--- config.mk ---
export PLATFORM = sky130hd
export DESIGN_NAME = jt51_wr_seq
export DESIGN_NICKNAME = d
export VERILOG_FILES = /design/src/rtl/jt51_wrseq_pkg.sv /design/src/rtl/jt51_wrseq_fifo.sv /design/src/rtl/jt51_wr_seq.sv
export SDC_FILE = /design/constraint.sdc
export NUM_CORES = 1
export LEC_CHECK = 0
export CORE_AREA = 2 2 116 118
export CTS_CLUSTER_DIAMETER = 30
export DETAILED_ROUTE_END_ITERATION = 12
export DIE_AREA = 0 0 118 120
export PLACE_DENSITY = 0.88
export SYNTH_ARGS = -nofsm -noshare
export SYNTH_HDL_FRONTEND = slang
export SYNTH_HIERARCHICAL = 1
export SYNTH_SLANG_ARGS = --single-unit
--- constraint.sdc ---
create_clock -name clk -period 5.6 [get_ports clk]
set_input_delay 0.84 -clock clk [delete_from_list [all_inputs] [get_ports clk]]
set_output_delay 0.84 -clock clk [all_outputs]
set_load 0.02 [all_outputs]
--- src/rtl/jt51_wrseq_pkg.sv ---
// Shared definitions for the jt51_wr_seq host write sequencer:
// FSM state encoding, counter widths and the saturating busy-counter helper.
package jt51_wrseq_pkg;

  typedef enum logic [2:0] {
    IDLE,
    ADDR,
    GAP,
    DATA,
    SETTLE,
    WAITB
  } state_t;

  localparam int CNT_W  = 4;
  localparam int BUSY_W = 10;

  localparam logic [CNT_W-1:0] SETTLE_MAX = CNT_W'(4);

  // The busy counter must never wrap, so it sticks at all-ones.
  function automatic logic [BUSY_W-1:0] busy_inc(input logic [BUSY_W-1:0] v);
    return (&v) ? v : v + 1'b1;
  endfunction

endpackage

--- src/rtl/jt51_wrseq_fifo.sv ---
// Synchronous command FIFO for jt51_wr_seq: 2**AW entries of {addr,data}.
// Status flags are registered from the next-cycle occupancy.
module jt51_wrseq_fifo #(
  parameter int AW = 3
) (
  input  logic          clk,
  input  logic          rst_n,
  input  logic          push,
  input  logic          pop,
  input  logic [15:0]   wr_data,
  output logic [15:0]   rd_data,
  output logic          full,
  output logic          empty,
  output logic [AW:0]   level
);

  localparam logic [AW:0] DEPTH = (AW+1)'(1 << AW);

  logic [15:0]   mem [2**AW];
  logic [AW-1:0] wr_ptr;
  logic [AW-1:0] rd_ptr;
  logic          do_push;
  logic          do_pop;
  logic [AW:0]   next_level;

  // A push while full is still accepted when the same cycle pops a slot free.
  assign do_pop  = pop & ~empty;
  assign do_push = push & (~full | do_pop);
  assign rd_data = mem[rd_ptr];

  always_comb begin
    next_level = level;
    if (do_push && !do_pop)
      next_level = level + 1'b1;
    else if (!do_push && do_pop)
      next_level = level - 1'b1;
  end

  always_ff @(posedge clk) begin
    if (!rst_n) begin
      wr_ptr <= '0;
      rd_ptr <= '0;
      level  <= '0;
      full   <= 1'b0;
      empty  <= 1'b1;
    end else begin
      if (do_push) wr_ptr <= wr_ptr + 1'b1;
      if (do_pop)  rd_ptr <= rd_ptr + 1'b1;
      level <= next_level;
      full  <= (next_level == DEPTH);
      empty <= (next_level == '0);
    end
  end

  always_ff @(posedge clk) begin
    if (do_push) mem[wr_ptr] <= wr_data;
  end

endmodule

--- src/rtl/jt51_wr_seq.sv ---
// Host-side JT51 write sequencer: FIFO-buffered address/data write pairs with busy handshake.
// Optional macro JT51_WRSEQ_SKIP_ADDR_EN skips the address phase when the register address repeats.
module jt51_wr_seq
  import jt51_wrseq_pkg::*;
#(
  parameter int FIFO_AW = 3,
  parameter int WR_LEN  = 1,
  parameter int GAP_LEN = 2,
  parameter int BUSY_TO = 1023
) (
  input  logic             clk,
  input  logic             rst_n,
  input  logic             cmd_valid,
  output logic             cmd_ready,
  input  logic [7:0]       cmd_addr,
  input  logic [7:0]       cmd_data,
  input  logic             busy,
  output logic [7:0]       din,
  output logic             write,
  output logic             a0,
  output logic             idle,
  output logic             timeout,
  output logic [FIFO_AW:0] level
);

  localparam logic [CNT_W-1:0]  WR_L   = CNT_W'(WR_LEN);
  localparam logic [CNT_W-1:0]  GAP_L  = CNT_W'(GAP_LEN);
  localparam logic [BUSY_W-1:0] BUSY_L = BUSY_W'(BUSY_TO);
  localparam logic [CNT_W-1:0]  ONE    = CNT_W'(1);

  state_t            state;
  logic [CNT_W-1:0]  cnt;
  logic [BUSY_W-1:0] busy_cnt;
  logic [BUSY_W-1:0] busy_nxt;
  logic [7:0]        data_q;
  logic              fifo_full;
  logic              fifo_empty;
  logic              pop;
  logic [15:0]       fifo_rd;

`ifdef JT51_WRSEQ_SKIP_ADDR_EN
  logic [7:0] last_addr;
  logic       last_valid;
`endif

  assign cmd_ready = ~fifo_full;
  assign pop       = (state == IDLE) && !fifo_empty;
  assign idle      = fifo_empty && (state == IDLE);
  assign busy_nxt  = busy_inc(busy_cnt);

  jt51_wrseq_fifo #(.AW(FIFO_AW)) u_fifo (
    .clk     (clk),
    .rst_n   (rst_n),
    .push    (cmd_valid & cmd_ready),
    .pop     (pop),
    .wr_data ({cmd_addr, cmd_data}),
    .rd_data (fifo_rd),
    .full    (fifo_full),
    .empty   (fifo_empty),
    .level   (level)
  );

  always_ff @(posedge clk) begin
    if (!rst_n) begin
      state    <= IDLE;
      cnt      <= '0;
      busy_cnt <= '0;
      data_q   <= '0;
      din      <= '0;
      write    <= 1'b0;
      a0       <= 1'b0;
      timeout  <= 1'b0;
`ifdef JT51_WRSEQ_SKIP_ADDR_EN
      last_addr  <= 8'h00;
      last_valid <= 1'b0;
`endif
    end else begin
      timeout <= 1'b0;
      case (state)
        IDLE: begin
          write <= 1'b0;
          a0    <= 1'b0;
          if (!fifo_empty) begin
            data_q <= fifo_rd[7:0];
            cnt    <= ONE;
            write  <= 1'b1;
`ifdef JT51_WRSEQ_SKIP_ADDR_EN
            if (last_valid && (last_addr == fifo_rd[15:8])) begin
              state <= DATA;
              din   <= fifo_rd[7:0];
              a0    <= 1'b1;
            end else begin
              state      <= ADDR;
              din        <= fifo_rd[15:8];
              last_addr  <= fifo_rd[15:8];
              last_valid <= 1'b1;
            end
`else
            state <= ADDR;
            din   <= fifo_rd[15:8];
`endif
          end
        end
        ADDR: begin
          if (cnt == WR_L) begin
            cnt <= ONE;
            // Without a gap the strobe stays high and only a0/din change.
            if (GAP_L == '0) begin
              state <= DATA;
              din   <= data_q;
              a0    <= 1'b1;
              write <= 1'b1;
            end else begin
              state <= GAP;
              write <= 1'b0;
            end
          end else begin
            cnt <= cnt + 1'b1;
          end
        end
        GAP: begin
          if (cnt == GAP_L) begin
            state <= DATA;
            cnt   <= ONE;
            din   <= data_q;
            a0    <= 1'b1;
            write <= 1'b1;
          end else begin
            cnt <= cnt + 1'b1;
          end
        end
        DATA: begin
          if (cnt == WR_L) begin
            state <= SETTLE;
            cnt   <= ONE;
            write <= 1'b0;
          end else begin
            cnt <= cnt + 1'b1;
          end
        end
        SETTLE: begin
          if (busy || (cnt == SETTLE_MAX)) begin
            state    <= WAITB;
            busy_cnt <= '0;
          end else begin
            cnt <= cnt + 1'b1;
          end
        end
        WAITB: begin
          if (!busy) begin
            state <= IDLE;
            a0    <= 1'b0;
          end else begin
            busy_cnt <= busy_nxt;
            if (busy_nxt == BUSY_L) begin
              timeout <= 1'b1;
              state   <= IDLE;
              a0      <= 1'b0;
`ifdef JT51_WRSEQ_SKIP_ADDR_EN
              last_valid <= 1'b0;
`endif
            end
          end
        end
        default: state <= IDLE;
      endcase
    end
  end

endmodule

==> impl_results.md <==
* Status: complete, no violations
* Post-synthesis sequential area ratio at 63.77%
* Hpwl dp at 9751 um
* Distinct cells, synth at 64
* Setup TNS at 0 ns
* Core ar. at 12980 sq um
* IO Pins at 37
* Primary FF master, synth: edfxtp_1
* Kind of end point of the critical path: output port
* Max-cap violations at 0
* Syn_area_per_cell at 14.45 sq um
* CTS buffer count at 17
* Synth-to-Final Area Change at 15.14%
* Critical Path Most Common Cell: nor2_1
* Cell with the most instances after synthesis: edfxtp_1
* DRT antenna net count at 0
* CTS Hold Buffers Added at 0
* Vias in the first global route at 4529
* Hold Crit Class: flip-flop to flip-flop
* Crit path kind: flip-flop to output port
* Number of buffers added on ports at 36
* Unrepaired setup endpoints after global routing: no
* Tmin final at 2.877 ns
* Final setup violation count at 0
* Max frequency at 347.6 MHz
* CP max-delay cell: clkdlybuf4s50_1
* Crit start category: flip-flop
* WL/cell at 20.39 um
* Die Width at 118 um
* Worst Tran Pin Value at 1.155 ns
* Antenna cell count at 0
* Worst skew pair latency at 0.43 ns
* CTS root buf: clkbuf_16
* Synth Register Bits at 179
* Initial DRC Count at 555
* Async SR Flop Fraction at 0%
* Clk buf depth at 2
* Peak supply drop at 0.2909 mV
* Commonest cells post-synth: edfxtp_1 (128), dfxtp_1 (51), nor2_1 (39)
* Worst-path clk slew at 0.07 ns
* First-pass GRT wire length at 24170 um
* Power density cells at 410.0 nW/um^2
* Period utilisation layout at 51.37%
* Crit-path cells: nor2_1, nand2_1, nor2_1, clkdlybuf4s50_1
* CP max stage delay at 0.61 ns
* Post-DR vias/cell at 6.170
* Nets at 592
* Syn Inst Count at 528
* Die extent in y at 120 um
* Synth area leaders: edfxtp_1 (50%), dfxtp_1 (13%), mux4_2 (9.4%)
* GP Congestion at 0.8667
* CTS tree: built
* Clock skew at 0.006143 ns
* Worst Path Required at 4.76 ns
* Worst path arrival time at 2.04 ns
* Largest area contributor in the netlist: edfxtp_1
* Total gr overflow at 0
* Vias at 4640
* WL final at 15330 um
* Largest net degree at the start of global routing at 33
* EDFF count, synth at 128
* Crit-path max FO at 17
* Total chip power at 3601 uW
* Rows at 42
* Initial antenna violation count at 0
* Share of cells above drive strength 1 at 18.40%
* Yosys warnings at 6
* Clk sink count at 179
* Post-synthesis cell area at 7629 sq um
* Final Slew Violations at 0
* Drc violations at 0
* Final count of hold timing violations at 0
* Total GRT Usage at 22.78%
* Htree depth at 4
* PostCTS Resize Cnt at 0
* Initial core utilization at 58.77%
* Slew headroom at 23.01%
* Die area at 14160 sq um
* Syn nets at 557
* Cell leakage power at 0.002846 uW
* Yosys top cell area share at 50.39%
* Drt pass-1 iters at 5
* Postcts setup bufs at 0
[cell type report]
type	instances	area, sq um
sequential	179	4866
fill	907	4197
multi-input combinational	306	2606
clock buffer	20	436.7
timing repair buffer	46	435.4
tap	176	220.2
clock inverter	12	170.2
inverter	13	48.80
[cell usage in the layout (no fill, tap or decap), types with 3 or more instances in the layout]
master | synthesis | routed
nand4_1 | 3 | 3
nor3_1 | 9 | 7
buf_4 | 0 | 10
nor2b_1 | 7 | 7
clkdlybuf4s50_1 | 0 | 36
mux2i_1 | 17 | 17
nand3b_1 | 3 | 3
xnor2_1 | 4 | 4
nand2_1 | 21 | 21
a21o_1 | 3 | 3
a211oi_1 | 12 | 12
dfxtp_1 | 51 | 50
o21ai_0 | 15 | 15
clkbuf_16 | 0 | 17
nor4_1 | 4 | 3
inv_6 | 0 | 3
a31oi_1 | 6 | 6
clkbuf_1 | 18 | 3
and3_1 | 4 | 4
nand2b_1 | 7 | 7
bufinv_16 | 0 | 3
mux4_2 | 32 | 32
and4_1 | 3 | 3
nor3b_1 | 6 | 5
inv_1 | 13 | 13
a21oi_1 | 27 | 27
nor2_1 | 39 | 39
mux2_2 | 16 | 16
inv_8 | 0 | 3
a311oi_1 | 3 | 3
ha_1 | 9 | 9
edfxtp_1 | 128 | 128
and2_1 | 4 | 4
nand3_1 | 10 | 10
[power breakdown]
part           internal, uW  switching [uW]  leakage, uW  total [uW]
combinational           366             359     0.000974         725
sequential             1520             128      0.00158        1650
clock                   715             509     0.000293        1220
total                  2600             997      0.00285        3600
[logic make-up (layout without fill, tap and decap cells)]
kind of cell               Yosys count  after routing  share of synthesized area (%)
DFF                                179            179                          63.77
AOI/OAI and AO/OA                   95             95                          8.529
xor gates and xnor gates             5              5                         0.5740
adders and majority gates            9              9                          1.476
and+or+nand+nor                    132            132                          9.267
muxes                               65             65                          14.04
buffers and inverters               43             91                          2.345
[metal layers]
layer | GRT usage [%] | vias to the layer above | share of wire, %
met5 | 0 | - | 0
met4 | 6.702 | 0 | 1.5
met3 | 6.464 | 21 | 5.5
met2 | 38.08 | 155 | 50
met1 | 29.28 | 2336 | 43
li1 | - | 2128 | -
[worst max-delay path, delay by kind of cell (launching register included)]
kind	cells	cell delay [ns]
buffers and inverters	1	0.61
AND/OR/NAND/NOR	3	0.52
flip-flops	1	0.48
[final timing paths]
check	depth (start not counted)	end	slack, ns	startpoint
worst max-delay path	4	idle	2.72	state[0]
worst min-delay path	2	u_fifo/rd_ptr[1]	0.49	u_fifo/rd_ptr[1]
worst min register to register	2	u_fifo/rd_ptr[1]	0.49	u_fifo/rd_ptr[1]
worst max register to register	7	u_fifo/mem[6][1]	2.87	state[0]
[sequential cells by signal (all words and copies together) (netlist names), named ones only]
name	flops
u_fifo/mem	128
busy_cnt	10
data_q	8
din	8
cnt	4
u_fifo/level	4
state	3
u_fifo/rd_ptr	3
u_fifo/wr_ptr	3
a0	1
timeout	1
u_fifo/empty	1
u_fifo/full	1
write	1
[per-stage QoR]
stage	hold WS, ns	setup WS [ns]	utilization [%]	cell area, sq um	instances
after floorplan	0.4541	2.340	-	7629	528
after global placement	0.4663	2.521	62.99	8177	720
after detailed placement	0.4817	2.381	62.99	8177	720
after CTS	0.4915	2.729	67.67	8783	752
after global routing	0.5254	2.597	67.67	8783	752
final	0.4867	2.723	67.67	8783	752
No activity file was read; power rests on OpenSTA's default activity.
